--- config.mk ---
export PLATFORM = sky130hd
export DESIGN_NAME = as2650_extbus_arbiter
export DESIGN_NICKNAME = d
export VERILOG_FILES = /design/src/rtl/as2650_extbus_arbiter_pkg.sv /design/src/rtl/as2650_extbus_arbiter_rr_arb2.sv /design/src/rtl/as2650_extbus_arbiter.sv
export SDC_FILE = /design/constraint.sdc
export NUM_CORES = 1
export LEC_CHECK = 0
export CORE_ASPECT_RATIO = 2
export CORE_MARGIN = 2
export CORE_UTILIZATION = 49
export CTS_CLUSTER_SIZE = 20
export DETAILED_ROUTE_END_ITERATION = 6
export GPL_ROUTABILITY_DRIVEN = 0
export GPL_TIMING_DRIVEN = 0
export PLACE_DENSITY = 0.86
export SYNTH_ARGS = -nofsm -noshare
export SYNTH_HDL_FRONTEND = slang
export SYNTH_HIERARCHICAL = 1
export SYNTH_SLANG_ARGS = --single-unit
--- constraint.sdc ---
create_clock -name wb_clk_i -period 3.24 [get_ports wb_clk_i]
set_input_delay 0.648 -clock wb_clk_i [delete_from_list [all_inputs] [get_ports wb_clk_i]]
set_output_delay 0.648 -clock wb_clk_i [all_outputs]
set_load 0.02 [all_outputs]
--- src/rtl/as2650_extbus_arbiter_pkg.sv ---
// Shared definitions for the AS2650 external bus arbiter.
// Covers the FSM states, owner encoding and pad direction levels.
package as2650_extbus_arbiter_pkg;

  typedef enum logic [2:0] {
    ST_IDLE   = 3'd0,
    ST_LO_SET = 3'd1,
    ST_LO_LAT = 3'd2,
    ST_HI_SET = 3'd3,
    ST_HI_LAT = 3'd4,
    ST_ACCESS = 3'd5,
    ST_END    = 3'd6
  } bus_state_t;

  localparam logic OWN_A   = 1'b0;
  localparam logic OWN_B   = 1'b1;
  localparam logic DIR_IN  = 1'b1;
  localparam logic DIR_OUT = 1'b0;

endpackage

--- src/rtl/as2650_extbus_arbiter_rr_arb2.sv ---
// Two-input round-robin arbiter (rr_arb2) with a last-grant register.
// The last grant resets to B, so A wins the first tie.
module as2650_extbus_arbiter_rr_arb2
  import as2650_extbus_arbiter_pkg::*;
(
  input  logic clk,
  input  logic rst,
  input  logic req_a,
  input  logic req_b,
  input  logic take,
  output logic gnt_valid,
  output logic gnt_b
);

  logic last_b;

  assign gnt_valid = req_a | req_b;
  // On a tie, the port that was not granted last wins.
  assign gnt_b     = req_b & (~req_a | (last_b == OWN_A));

  always_ff @(posedge clk or posedge rst) begin
    if (rst) begin
      last_b <= OWN_B;
    end else if (take && gnt_valid) begin
      last_b <= gnt_b;
    end
  end

endmodule

--- src/rtl/as2650_extbus_arbiter.sv ---
// Multiplexed 8-bit external memory bus sequencer shared by the CPU (A)
// and the Wishbone host (B). It latches the low and high address bytes, then strobes the access.
module as2650_extbus_arbiter
  import as2650_extbus_arbiter_pkg::*;
#(
  parameter int WAIT_CYCLES = 2,
  parameter int ADDR_W      = 16
) (
  input  logic              wb_clk_i,
  input  logic              wb_rst_i,
  input  logic              a_req,
  input  logic              a_we,
  input  logic [ADDR_W-1:0] a_addr,
  input  logic [7:0]        a_wdata,
  output logic [7:0]        a_rdata,
  output logic              a_ack,
  input  logic              b_req,
  input  logic              b_we,
  input  logic [ADDR_W-1:0] b_addr,
  input  logic [7:0]        b_wdata,
  output logic [7:0]        b_rdata,
  output logic              b_ack,
  input  logic [7:0]        bus_in,
  output logic [7:0]        bus_out,
  output logic              bus_dir,
  output logic              le_lo,
  output logic              le_hi,
  output logic              OEb,
  output logic              WEb,
  output logic              busy,
  output logic              owner_b
);

  localparam int CW = $clog2(WAIT_CYCLES + 1);
  localparam logic [CW-1:0] WAIT_LOAD = CW'(WAIT_CYCLES - 1);

  bus_state_t    state;
  logic [CW-1:0] wait_cnt;
  logic          cur_we;
  logic [7:0]    cur_addr_hi;
  logic [7:0]    cur_wdata;
  logic          gnt_valid;
  logic          gnt_b;
  logic [15:0]   a_addr16;
  logic [15:0]   b_addr16;
  logic [15:0]   sel_addr;

  assign a_addr16 = 16'(a_addr);
  assign b_addr16 = 16'(b_addr);
  assign sel_addr = gnt_b ? b_addr16 : a_addr16;

  as2650_extbus_arbiter_rr_arb2 u_arb (
    .clk       (wb_clk_i),
    .rst       (wb_rst_i),
    .req_a     (a_req),
    .req_b     (b_req),
    .take      (state == ST_IDLE),
    .gnt_valid (gnt_valid),
    .gnt_b     (gnt_b)
  );

  // Outputs are registered on entry to each state, so they always match the current state.
  always_ff @(posedge wb_clk_i or posedge wb_rst_i) begin
    if (wb_rst_i) begin
      state       <= ST_IDLE;
      wait_cnt    <= '0;
      cur_we      <= 1'b0;
      cur_addr_hi <= '0;
      cur_wdata   <= '0;
      le_lo       <= 1'b0;
      le_hi       <= 1'b0;
      OEb         <= 1'b1;
      WEb         <= 1'b1;
      bus_dir     <= DIR_IN;
      bus_out     <= '0;
      a_ack       <= 1'b0;
      b_ack       <= 1'b0;
      a_rdata     <= '0;
      b_rdata     <= '0;
      owner_b     <= OWN_A;
      busy        <= 1'b0;
    end else begin
      a_ack <= 1'b0;
      b_ack <= 1'b0;
      case (state)
        ST_IDLE: begin
          if (gnt_valid) begin
            owner_b     <= gnt_b;
            cur_we      <= gnt_b ? b_we : a_we;
            cur_wdata   <= gnt_b ? b_wdata : a_wdata;
            cur_addr_hi <= sel_addr[15:8];
            bus_out     <= sel_addr[7:0];
            bus_dir     <= DIR_OUT;
            busy        <= 1'b1;
            state       <= ST_LO_SET;
          end
        end
        ST_LO_SET: begin
          le_lo <= 1'b1;
          state <= ST_LO_LAT;
        end
        ST_LO_LAT: begin
          le_lo   <= 1'b0;
          bus_out <= cur_addr_hi;
          state   <= ST_HI_SET;
        end
        ST_HI_SET: begin
          le_hi <= 1'b1;
          state <= ST_HI_LAT;
        end
        ST_HI_LAT: begin
          le_hi    <= 1'b0;
          wait_cnt <= WAIT_LOAD;
          if (cur_we) begin
            bus_out <= cur_wdata;
            WEb     <= 1'b0;
          end else begin
            bus_dir <= DIR_IN;
            OEb     <= 1'b0;
          end
          state <= ST_ACCESS;
        end
        ST_ACCESS: begin
          if (wait_cnt == '0) begin
            OEb <= 1'b1;
            WEb <= 1'b1;
            if (owner_b == OWN_B) begin
              b_ack <= 1'b1;
              if (!cur_we) b_rdata <= bus_in;
            end else begin
              a_ack <= 1'b1;
              if (!cur_we) a_rdata <= bus_in;
            end
            state <= ST_END;
          end else begin
            wait_cnt <= wait_cnt - CW'(1);
          end
        end
        ST_END: begin
          bus_dir <= DIR_IN;
          busy    <= 1'b0;
          state   <= ST_IDLE;
        end
        default: state <= ST_IDLE;
      endcase
    end
  end

endmodule

==> metrics.md, run 1 <==
| Metric | Value |
|---|---|
| Status | `finished, final reports clean` |
| Sequential share of power | `37.4%` |
| Vias in the first global route | `2,291` |
| TritonCTS Buffers | `5` |
| Placed Cells | `397` |
| Share of flip-flops with an asynchronous set or reset | `100.0%` |
| Maxcap violations | `0` |
| Fmax | `431.7 MHz` |
| Antenna violations before repair | `0` |
| Largest area contributor in the netlist | `dfrtp_1` |
| Syn nets | `305` |
| Routed vias | `2,233` |
| Final slew viol count | `0` |
| Top-area cell type share of the netlist area | `48.17%` |
| Worst Hold Class | `reg -> reg` |
| GRT Total Usage | `22.31%` |
| Row count | `38` |
| Setup Crit Path Kind | `in -> reg` |
| Syn_area_per_cell | `11.16 um2` |
| Worst slack, placed | `0.5608 ns` |
| Die span in y | `109.0 um` |
| Layout area overhead | `41.69%` |
| Final worst-path cycle share | `71.49%` |
| Final worst slack | `0.9237 ns` |
| Clock Sink Count | `56` |
| Synth top cells by count | `52 x dfrtp_1, 24 x mux2_2, 24 x nor2_1` |
| Main synth FF type | `dfrtp_1` |
| CP arrival | `2.51 ns` |
| Drt initial violations | `38` |
| IO Pins | `95` |
| Leak pwr | `1.652 nW` |
| Final ANT Viol Nets | `0` |
| First-pass GRT wire length | `10.76 mm` |
| Peak VDD IR | `0.5452 mV` |
| Cell Pwr Density | `870.3 nW/um2` |
| Count leader, synth | `dfrtp_1` |
| DR WL/cell | `16.03 um` |
| Worst EP required | `3.43 ns` |
| Sequential area share after synthesis | `52.06%` |
| Antenna Cells | `0` |
| CTS tree | `done` |
| Final setup violation count | `0` |
| Seq cells post-synth | `56` |
| Final WL | `6.494 mm` |
| Largest net degree at the start of global routing | `30` |
| Crit-path max FO | `10` |
| Drt first pass iters | `4` |
| DP HPWL | `5.027 mm` |
| Setup TNS | `0 ns` |
| Post-CTS Setup Bufs | `0` |
| Synthesized cell area | `2701 um2` |
| Core Box Area | `5373 um2` |
| Nature of the critical path endpoint | `flip-flop` |
| Skew final | `0.007286 ns` |
| Number of flops mapped to enable cells by yosys | `0` |
| Yosys warns | `6` |
| H-tree levels | `2` |
| Fillers | `409` |
| Total gr overflow | `0` |
| Initial Utilization | `50.28%` |
| Crit start category | `input port` |
| Logic pwr share | `51.0%` |
| Slew HR | `60.86%` |
| Internal power | `2.012 mW` |
| Distinct cells, synth | `37` |
| Ranking of synthesized cells by area | `dfrtp_1 48%, mux2_2 10%, mux2i_1 6.3%, a21oi_1 4.1%, dfstp_2 3.9%` |
| Hold Buf Count CTS | `0` |
| DRC Markers | `0` |
| Sw Pwr | `1.319 mW` |
| Slew @ Worst Pin | `0.5862 ns` |
| Clock Latency Late Sink | `0.31 ns` |
| Final nets | `407` |
| Unrepaired setup endpoints after global routing | `no` |
| Fin. Hold Viols | `0` |
| Clk slew on worst S/H paths | `0.09 ns` |
| Clock power share | `11.6%` |
| Fin crit period | `2.316 ns` |
| Overall die width | `56.50 um` |
| Post-cts resize count | `0` |
| Cells after Synth | `242` |
| Vias per cell | `5.514` |
| PnR Total Power | `3.331 mW` |
| CTS root buf | `clkbuf_8` |
| Clock buffer depth | `2` |
| Layout cells sized above 1 | `16.81%` |
| Post-route insts no fill | `405` |
| Die outline area | `6159 um2` |
| Switching share of power | `39.59%` |
| IO Port Bufs | `94` |
[cell type report]
type / count / area (um2) / area share, %
flip-flops and latches: 56 / 1406 / 36.74
multi-input cells: 161 / 1175 / 30.70
repair buffers: 95 / 960.9 / 25.11
clock buffers: 8 / 90.09 / 2.354
plain buffers: 16 / 86.33 / 2.256
well taps: 60 / 75.07 / 1.961
inverters: 9 / 33.78 / 0.8826
[power by group through the flow]
stage / Sequential (mW) / Combinational [mW] / Clock [mW]
5_1_grt: 1.29 / 1.86 / 0.416
6_report: 1.24 / 1.70 / 0.386
3_5_place_dp: 1.26 / 1.70 / 0
2_1_floorplan: 1.43 / 0.845 / 0
4_1_cts: 1.24 / 1.71 / 0.392
3_3_place_gp: 1.24 / 1.66 / 0
[flip-flops by register name (all words and copies together) (netlist names)]
name	flops
a_ack	1
bus_out	8
u_arb/last_b	1
a_rdata	8
cur_wdata	8
OEb	1
le_lo	1
WEb	1
busy	1
owner_b	1
bus_dir	1
b_ack	1
b_rdata	8
le_hi	1
wait_cnt	2
state	3
cur_addr_hi	8
cur_we	1
[layer usage]
metal / global-route usage [%] / vias to the layer above / wire [um]
li1: - / 1075 / -
met1: 25.22 / 1086 / 2435
met2: 42.03 / 64 / 3698
met3: 3.321 / 8 / 267
met4: 7.143 / 0 / 93
met5: 0 / - / 0
[cell usage in the layout (no fill, tap or decap), types with 2 or more instances in the layout]
master / count
clkdlybuf4s50_1: 94
dfrtp_1: 52
nor2_1: 24
mux2_2: 24
a21oi_1: 22
mux2i_1: 17
o21ai_0: 14
buf_2: 11
a31oi_1: 10
a22oi_1: 9
inv_1: 8
a211oi_1: 8
nand2_1: 6
clkbuf_8: 6
dfstp_2: 4
buf_4: 3
clkbuf_1: 3
nor2b_1: 2
a21boi_0: 2
nand2b_1: 2
nor3_1: 2
nor3_4: 2
o22ai_1: 2
[logic make-up (layout without fill, tap and decap cells)]
family	Yosys count	count (layout)	share of synthesized area, %
multiplexers	41	41	16.30
AND/OR/NAND/NOR	46	46	10.14
buffers and inverters	25	128	4.446
flip-flops	56	56	52.06
XOR/XNOR	1	1	0.3243
adder cells (fa/ha/maj)	1	1	0.4631
AO/OA/AOI/OAI	72	72	16.26
[final timing paths]
path / startpoint / endpoint / slack [ns] / depth (start not counted)
max in group asynchronous: wb_rst_i / cur_we / 1.93 / 3
worst max register to register: wait_cnt[0] / a_rdata[4] / 1.28 / 6
worst min register to register: wait_cnt[0] / wait_cnt[0] / 0.50 / 1
worst max-delay path: b_req / cur_wdata[6] / 0.92 / 7
min in group asynchronous: wb_rst_i / u_arb/last_b / 0.69 / 2
worst min-delay path: wait_cnt[0] / wait_cnt[0] / 0.50 / 1
[stage by stage]
stage	utilization (%)	hold slack, ns	area, um2
global route	71.24	0.5066	3827
global placement	69.19	0.4681	3717
CTS	71.24	0.4973	3827
detailed placement	69.56	0.4810	3737
floorplan	-	0.4502	2701
finish	71.24	0.5031	3827
[critical path, stage by stage]
cell and delay [ns]:
clkdlybuf4s50_1 0.49, a21boi_0 0.17, buf_2 0.24, buf_4 0.26, buf_2 0.33, mux2i_1 0.27
a21oi_1 0.09
Power figures use the tool's default switching activity.
==> run 2: changes to the inputs <==
--- a/config.mk
+++ b/config.mk
@@ -7,12 +7,12 @@
 export LEC_CHECK = 0
 export CORE_ASPECT_RATIO = 2
 export CORE_MARGIN = 2
-export CORE_UTILIZATION = 49
+export CORE_UTILIZATION = 45
 export CTS_CLUSTER_SIZE = 20
 export DETAILED_ROUTE_END_ITERATION = 6
 export GPL_ROUTABILITY_DRIVEN = 0
 export GPL_TIMING_DRIVEN = 0
-export PLACE_DENSITY = 0.86
+export PLACE_DENSITY = 0.8
 export SYNTH_ARGS = -nofsm -noshare
 export SYNTH_HDL_FRONTEND = slang
 export SYNTH_HIERARCHICAL = 1
==> constraint.sdc (replaced) <==
create_clock -name wb_clk_i -period 2.4 [get_ports wb_clk_i]
set_input_delay 0.48 -clock wb_clk_i [delete_from_list [all_inputs] [get_ports wb_clk_i]]
set_output_delay 0.48 -clock wb_clk_i [all_outputs]
set_load 0.02 [all_outputs]
==> run 2 against run 1 <==
Effect of this change: the run now ends with DRC left; sequential share of layout area is 0.54 points lower; combinational power is 36% higher; cell count rose by 0.74%; register-to-register slack worse by 0.78 ns; count of clock-buffer cells in the layout fell by 3; setup slack worse by 0.65 ns; sequential cell count unchanged; critical path depth unchanged; die area rose by 8.4%; sequential power rose by 36%; cell area up 1.5%.
==> metrics.md, run 2 (synthesis gave the netlist of run 1 again) <==
| Metric | Value |
|---|---|
| Status | `complete, but fails checks` |
| Failing checks | `DRC` |
| CP cell instances | `clkdlybuf4s50_1, a21boi_0, buf_2, buf_4, buf_2, mux2i_1, a21oi_1` |
| Row count | `40` |
| GRT met1 Usage | `23.52%` |
| Reg2Reg Depth | `6` |
| Clk slew on worst S/H paths | `0.07 ns` |
| CTS tree | `done` |
| DR WL/cell | `16.15 um` |
| Hold Buf Count CTS | `0` |
| Final slew viol count | `0` |
| Met3 global-route usage | `5.896%` |
| Clock buffer depth | `2` |
| Vias in the first global route | `2,315` |
| Largest net degree at the start of global routing | `29` |
| Cell Pwr Density | `1215 nW/um2` |
| DP HPWL | `5.007 mm` |
| Skew final | `0.008613 ns` |
| Final core utilization | `65.78%` |
| Core Box Area | `5906 um2` |
| Die span in y | `113.6 um` |
| Total gr overflow | `0` |
| DP Area | `3741 um2` |
| Setup TNS | `0 ns` |
| Layout cells sized above 1 | `17.39%` |
| Post-route cell area | `3885 um2` |
| Nature of the critical path endpoint | `flip-flop` |
| Fin crit period | `2.123 ns` |
| PnR Total Power | `4.718 mW` |
| DRC Markers | `8` |
| Slew HR | `59.04%` |
| Unrepaired setup endpoints after global routing | `no` |
| Crit path depth | `7` |
| Antenna Cells | `0` |
| Slew @ Worst Pin | `0.6135 ns` |
| Final setup violation count | `0` |
| Final ANT Viol Nets | `0` |
| Fin. Hold Viols | `0` |
| Clock Sink Count | `56` |
| Maxcap violations | `0` |
| Antenna violations before repair | `0` |
| WP buf/inv | `4` |
| Fmax | `471.1 MHz` |
| Slowest cell on the critical path | `clkdlybuf4s50_1` |
| Worst EP required | `2.57 ns` |
| TritonCTS Buffers | `5` |
| Post-cts resize count | `0` |
| Drt initial violations | `100` |
| Worst Hold Slack | `0.5103 ns` |
| Initial Utilization | `45.74%` |
| Overall die width | `58.79 um` |
| Final WL | `6.590 mm` |
| CP arrival | `2.30 ns` |
| First-pass GRT wire length | `10.70 mm` |
| Clock Latency Late Sink | `0.30 ns` |
| Final nets | `407` |
| Layout area overhead | `43.82%` |
| Crit start category | `input port` |
| Routed vias | `2,249` |
| Slowest stage delay, CP | `0.50 ns` |
| H-tree levels | `2` |
| Commonest non-fill, non-tap cell in the layout | `clkdlybuf4s50_1` |
| Leak pwr | `1.680 nW` |
| Setup Crit Path Kind | `in -> reg` |
| GRT busiest layer | `met2` |
| Post-CTS Setup Bufs | `0` |
| IO Port Bufs | `94` |
| Worst Hold Class | `in -> async` |
| IO Pins | `95` |
| CTS root buf | `clkbuf_16` |
| GRT Total Usage | `20.68%` |
| Drt first pass iters | `6` |
| Crit-path max FO | `10` |
| Die outline area | `6676 um2` |
| Top cell by count, worst path | `buf_2` |
| Peak VDD IR | `0.8885 mV` |
| Vias per cell | `5.512` |
| Most frequent cells in the layout | `94 x clkdlybuf4s50_1, 52 x dfrtp_1, 24 x nor2_1, 24 x mux2_2, 22 x a21oi_1` |
| Top Family by Delay on Critical Path | `buffers and inverters` |
| Global routing usage on met2 | `35.63%` |
| Final worst-path cycle share | `88.44%` |
run 2: report_power, final:
part / internal [mW] / switching, mW
Clock: 0.385 / 0.335
Sequential: 1.40 / 0.290
Combinational: 1.09 / 1.22
run 2: routing by layer:
metal	wire (um)	share of wire, %	vias to the layer above
met5	0	0	-
met4	147	2.2	0
met3	601	9.1	11
met2	3377	51	94
met1	2463	37	1070
li1	-	-	1074
run 2: worst paths after layout:
path / from / to / slack, ns
max: b_req / cur_addr_hi[0] / 0.28
min: wb_rst_i / u_arb/last_b / 0.51
max reg2reg: wait_cnt[0] / b_rdata[6] / 0.50
min reg2reg: a_rdata[5] / a_rdata[5] / 0.51
max in group asynchronous: wb_rst_i / OEb / 1.17
min in group wb_clk_i: a_rdata[5] / a_rdata[5] / 0.51
run 2: metrics by stage:
stage | cells | setup WS (ns)
after floorplan | 242 | 0.5820
after global placement | 399 | -0.3547
after detailed placement | 400 | -0.01703
after CTS | 408 | 0.2813
after global routing | 408 | 0.1533
final | 408 | 0.2775
run 2: layout make-up:
cell class / instances / area [um2]
Fill cell: 458 / 2021
Sequential cell: 56 / 1406
Multi-Input combinational cell: 161 / 1175
Timing Repair Buffer: 95 / 960.9
Clock buffer: 5 / 125.1
Buffer: 16 / 86.33
Tap cell: 63 / 78.83
Inverter: 9 / 33.78
Clock inverter: 3 / 18.77
==> variant 1 (config.mk and constraints of run 2) <==
The parameter `ADDR_W` goes from 16 to 15.
--- a/src/rtl/as2650_extbus_arbiter.sv
+++ b/src/rtl/as2650_extbus_arbiter.sv
@@ -4,7 +4,7 @@
   import as2650_extbus_arbiter_pkg::*;
 #(
   parameter int WAIT_CYCLES = 2,
-  parameter int ADDR_W      = 16
+  parameter int ADDR_W      = 15
 ) (
   input  logic              wb_clk_i,
   input  logic              wb_rst_i,
Ports: changed (resized a_addr and b_addr); port bits go from 95 to 93. No check against the original RTL was run, so the function may have changed too.
==> variant 1 against run 2 <==
  * Sequential share of layout area is 0.086 points lower
  * Area after synthesis is 2.5% lower
  * Via count hardly changed
  * Die area is 2.4% lower
  * Hold slack worse by 21 ps
  * Wire length is 3.2% higher
  * Cell area is 1.5% lower
  * Total power is 0.97% higher
  * Worst setup slack worse by 3.3 ps
  * Sequential cell count is 1 lower
  * Register-to-register slack worse by 150 ps
==> variant 1: results (changes against run 2) <==
{| class="wikitable"
! Metric !! Value
|-
| Result of the run || completed
|-
| Worst-case clock skew || 2.75 ps (-5.86 ps)
|-
| Syn Area/Cell || 11.1 sq um (-0.44%)
|-
| Pin count of the biggest net entering global routing || 35 (+21%)
|-
| Worst EP arrival || 2280 ps (-20 ps)
|-
| Pre-CTS WS || -59.0 ps (-42.0 ps)
|-
| Net switching power || 1.82 mW (-1.8%)
|-
| P_leak || 1.62 nW (-3.6%)
|-
| Number of vias after detailed routing || 2248 (-0.044%)
|-
| 1st-pass router iterations || 4 (-2)
|-
| Peak supply drop || 947 uV (+6.6%)
|-
| Proportion of synthesized area in mux cells || 16.3% (+0.038 points)
|-
| Max transition margin || 55.5% (-3.6 points)
|-
| Largest cells by area after synthesis || dfrtp_1 (48%), mux2_2 (10%), mux2i_1 (6.1%)
|-
| Number of nets in the layout || 398 (-2.2%)
|-
| Detail-routed net length per standard cell || 17.0 microns (+5.5%)
|-
| Post-placement cell area || 0.00365 sq mm (-2.4%)
|-
| Hold WC Path Type || reg2reg
|-
| Xor/xnor share of the synthesized area || 0.333% (+0.0083 points)
|-
| Adder and majority cell fraction of the synthesized area || 0.475% (+0.012 points)
|-
| Post-synthesis sequential area ratio || 52.4% (+0.39 points)
|-
| Global-route wire length before repair || 11.1 mm (+3.4%)
|-
| Number of violations reported at the end of detailed-routing iteration 0 || 58 (-42%)
|-
| Number of global-route vias before repair || 2391 (+3.3%)
|-
| Cells on worst reg2reg path || 5 (-1)
|-
| Final HPWL DP || 5.09 mm (+1.8%)
|-
| Nets in the synthesized netlist || 298 (-2.3%)
|-
| Endpoint of the worst-slack reg-to-reg timing path || a_rdata[7]
|-
| All-Layer GR Usage || 22.1% (+1.5 points)
|-
| Placed Cells incl. Taps || 391 (-2.3%)
|-
| Count of input and output buffers || 92 (-2.1%)
|}
-- variant 1: final cells by class --
class,count,share of cell area (%)
Inverter,8,0.785
Clock buffer,6,3.63
Sequential cell,55,36.1
Clock inverter,2,0.916
Buffer,17,2.22
Multi-Input combinational cell,157,29.7
Tap cell,61,2.00
Timing Repair Buffer,93,24.6
-- variant 1: power by group through the flow --
| stage | registers (mW) | clock network (mW) | logic, mW |
|---|---|---|---|
| final | 1.62 | 0.840 | 2.30 |
| after global routing | 1.67 | 0.892 | 2.50 |
| after CTS | 1.62 | 0.855 | 2.31 |
| after detailed placement | 1.64 | 0 | 2.29 |
| after global placement | 1.62 | 0 | 2.24 |
| after floorplan | 1.88 | 0 | 1.13 |
-- variant 1: metal layers --
layer	wire length (microns)	up-vias	share of wire, %	GRT usage [%]
li1	-	1058	-	-
met3	326	17	4.8	4.72
met4	165	0	2.4	9.46
met5	0	-	0	0
met1	2490	1089	37	24.2
met2	3820	84	56	39.8
-- variant 1: critical path: stages --
cell and delay [ps]:
clkdlybuf4s50_1 490, a21boi_0 160, buf_2 230, buf_4 250, buf_2 330, mux2i_1 240, a21oi_1 90
-- variant 1: worst max path at each step --
stage,slack [ps],endpoint,startpoint,depth (start not counted)
after global placement,-390,b_rdata[5],wb_rst_i,2
after floorplan,610,a_ack,wb_rst_i,1
after detailed placement,-60,cur_wdata[4],b_req,7
after global routing,110,cur_wdata[1],b_req,7
final,270,cur_wdata[4],b_req,7
after CTS,240,cur_wdata[4],b_req,7
-- variant 1: through the flow --
step | hold WS (ps) | util, % | power, mW
after global routing | 528 | 67.6 | 5.07
after CTS | 494 | 67.6 | 4.79
final | 489 | 67.6 | 4.76
after detailed placement | 482 | 64.5 | 3.93
after floorplan | 370 | - | 3.01
after global placement | 485 | 64.1 | 3.86
==> variant 2 (flow settings as in run 2) <==
Without the edit above. The 7 states of `bus_state_t` get a Gray code encoding in 3 bits.
--- a/src/rtl/as2650_extbus_arbiter_pkg.sv
+++ b/src/rtl/as2650_extbus_arbiter_pkg.sv
@@ -3,13 +3,13 @@
 package as2650_extbus_arbiter_pkg;
 
   typedef enum logic [2:0] {
-    ST_IDLE   = 3'd0,
-    ST_LO_SET = 3'd1,
-    ST_LO_LAT = 3'd2,
-    ST_HI_SET = 3'd3,
-    ST_HI_LAT = 3'd4,
-    ST_ACCESS = 3'd5,
-    ST_END    = 3'd6
+    ST_IDLE   = 3'b000,
+    ST_LO_SET = 3'b001,
+    ST_LO_LAT = 3'b011,
+    ST_HI_SET = 3'b010,
+    ST_HI_LAT = 3'b110,
+    ST_ACCESS = 3'b111,
+    ST_END    = 3'b101
   } bus_state_t;
 
   localparam logic OWN_A   = 1'b0;
Formal check against the unedited RTL: same outputs for any inputs over 10 cycles, from zero or initial values and one cycle with wb_rst_i high; not proved beyond that.
==> variant 2 against run 2 <==
  * Critical path depth did not move
  * Worst setup slack got worse by 64 ps
  * Final cell count fell by 4.2%
  * Sequential cell count did not move
  * Maximum frequency fell by 2.9%
  * Wire length fell by 2.8%
  * Synthesized cell count fell by 6.2%
  * Via count fell by 5.6%
  * Cell area fell by 2.2%
  * Total power rose by 0.17%
  * Area after synthesis fell by 2.9%
  * Register-to-register slack got worse by 110 ps
  * Largest power group unchanged
==> variant 2: results (changes against run 2) <==
{| class="wikitable"
! Metric !! Value
|-
| Result of the run || completed
|-
| Clock insertion delay at the later pin of the skew report || 290 ps
|-
| Number of vias after detailed routing || 2124 (-5.6%)
|-
| Worst-case clock skew || 7.24 ps (-1.37 ps)
|-
| Worst EP arrival || 2360 ps (+60 ps)
|-
| Routed length on met1 || 2.26 mm (-8.4%)
|-
| Number of violations reported at the end of detailed-routing iteration 0 || 44 (-56%)
|-
| Post-CTS Repair Setup Buffers || 0 (unchanged)
|-
| Worst-case register-to-register setup slack || 390 ps (-110 ps)
|-
| Netlist cell types || 36 (-2.7%)
|-
| Number of nets in the layout || 392 (-3.7%)
|-
| Detail Route met3 WL || 183 microns (-70%)
|-
| Worst Hold Path EP || wait_cnt[0]
|-
| Global-route wire length before repair || 10.4 mm (-2.6%)
|-
| Fraction of final layout cells sized beyond drive strength 1 || 16.4% (-1.0 points)
|-
| Pre-CTS WS || -98.7 ps (-81.7 ps)
|-
| Nets in the synthesized netlist || 290 (-4.9%)
|-
| Largest cells by area after synthesis || dfrtp_1 (50%), mux2_2 (10%), mux2i_1 (9.5%)
|-
| Number of global-route vias before repair || 2230 (-3.7%)
|-
| 1st-pass router iterations || 4 (-2)
|-
| Endpoint of the worst-slack reg-to-reg timing path || a_rdata[4]
|-
| Syn Area/Cell || 11.6 sq um (+3.5%)
|-
| P_leak || 1.62 nW (-3.6%)
|-
| Placed Cells incl. Taps || 383 (-4.3%)
|-
| Post-synthesis sequential area ratio || 53.6% (+1.5 points)
|-
| Pin count of the biggest net entering global routing || 30 (+3.4%)
|-
| Post-placement cell area || 0.00366 sq mm (-2.1%)
|-
| Buffers from clock root to sink, at most || 2 (unchanged)
|-
| Post-Route Hold Slack || 495 ps (-15.0 ps)
|-
| Routed wl met2 || 3.80 mm (+13%)
|-
| Antenna violations before repair || 0 (unchanged)
|-
| Transition at the pin with the smallest max-transition slack || 685 ps (+71.5 ps)
|-
| All-Layer GR Usage || 21.2% (+0.50 points)
|-
| Cells on worst reg2reg path || 5 (-1)
|-
| Commonest cells in the netlist || dfrtp_1 (52), mux2i_1 (25), mux2_2 (24)
|-
| Crit-path max cell delay || 480 ps (-20 ps)
|}
-- variant 2: worst reg2reg max path: cells and delay by family, from the launching register on --
kind,cells,cell delay [ps]
simple gates,2,770
buf+inv,1,60
fa+ha+maj,1,250
mux,1,410
flops,1,400
-- variant 2: cell type report --
cell class	instances	area, sq um
buffer	13	70.1
clock buffer	7	133
timing repair buffer	95	961
fill	461	1860
clock inverter	1	5.00
inverter	8	30.0
tap	61	76.3
multi-input combinational	150	1120
sequential	56	1410
-- variant 2: cell families (layout without fill, tap and decap cells) --
family | count (synthesis) | in the layout | share of synthesized area [%]
AOI/OAI and AO/OA | 57 | 57 | 13.8
and+or+nand+nor | 42 | 42 | 8.06
muxes | 50 | 50 | 20.3
buffers and inverters | 21 | 124 | 3.82
adders and majority gates | 1 | 1 | 0.477
DFF | 56 | 56 | 53.6
-- variant 2: worst max-delay path by stage --
stage / end / slack, ps
global placement: a_rdata[0] / -420
finish: cur_addr_hi[3] / 210
detailed placement: cur_addr_hi[2] / -100
CTS: cur_addr_hi[3] / 210
floorplan: asynchronous set/reset pin / 580
global route: bus_out[5] / 50
-- variant 2: where the power goes --
| group | leakage, nW | switching (mW) | total, mW | internal [mW] |
|---|---|---|---|---|
| combinational | 0.888 | 1.20 | 2.36 | 1.15 |
| clock | 0.0679 | 0.323 | 0.710 | 0.387 |
| sequential | 0.664 | 0.254 | 1.66 | 1.41 |
-- variant 2: per-layer routing --
metal	global-route usage [%]	vias to the layer above
li1	-	1015
met1	22.3	1047
met2	39.6	51
met3	3.25	11
met4	8.99	0
met5	0	-
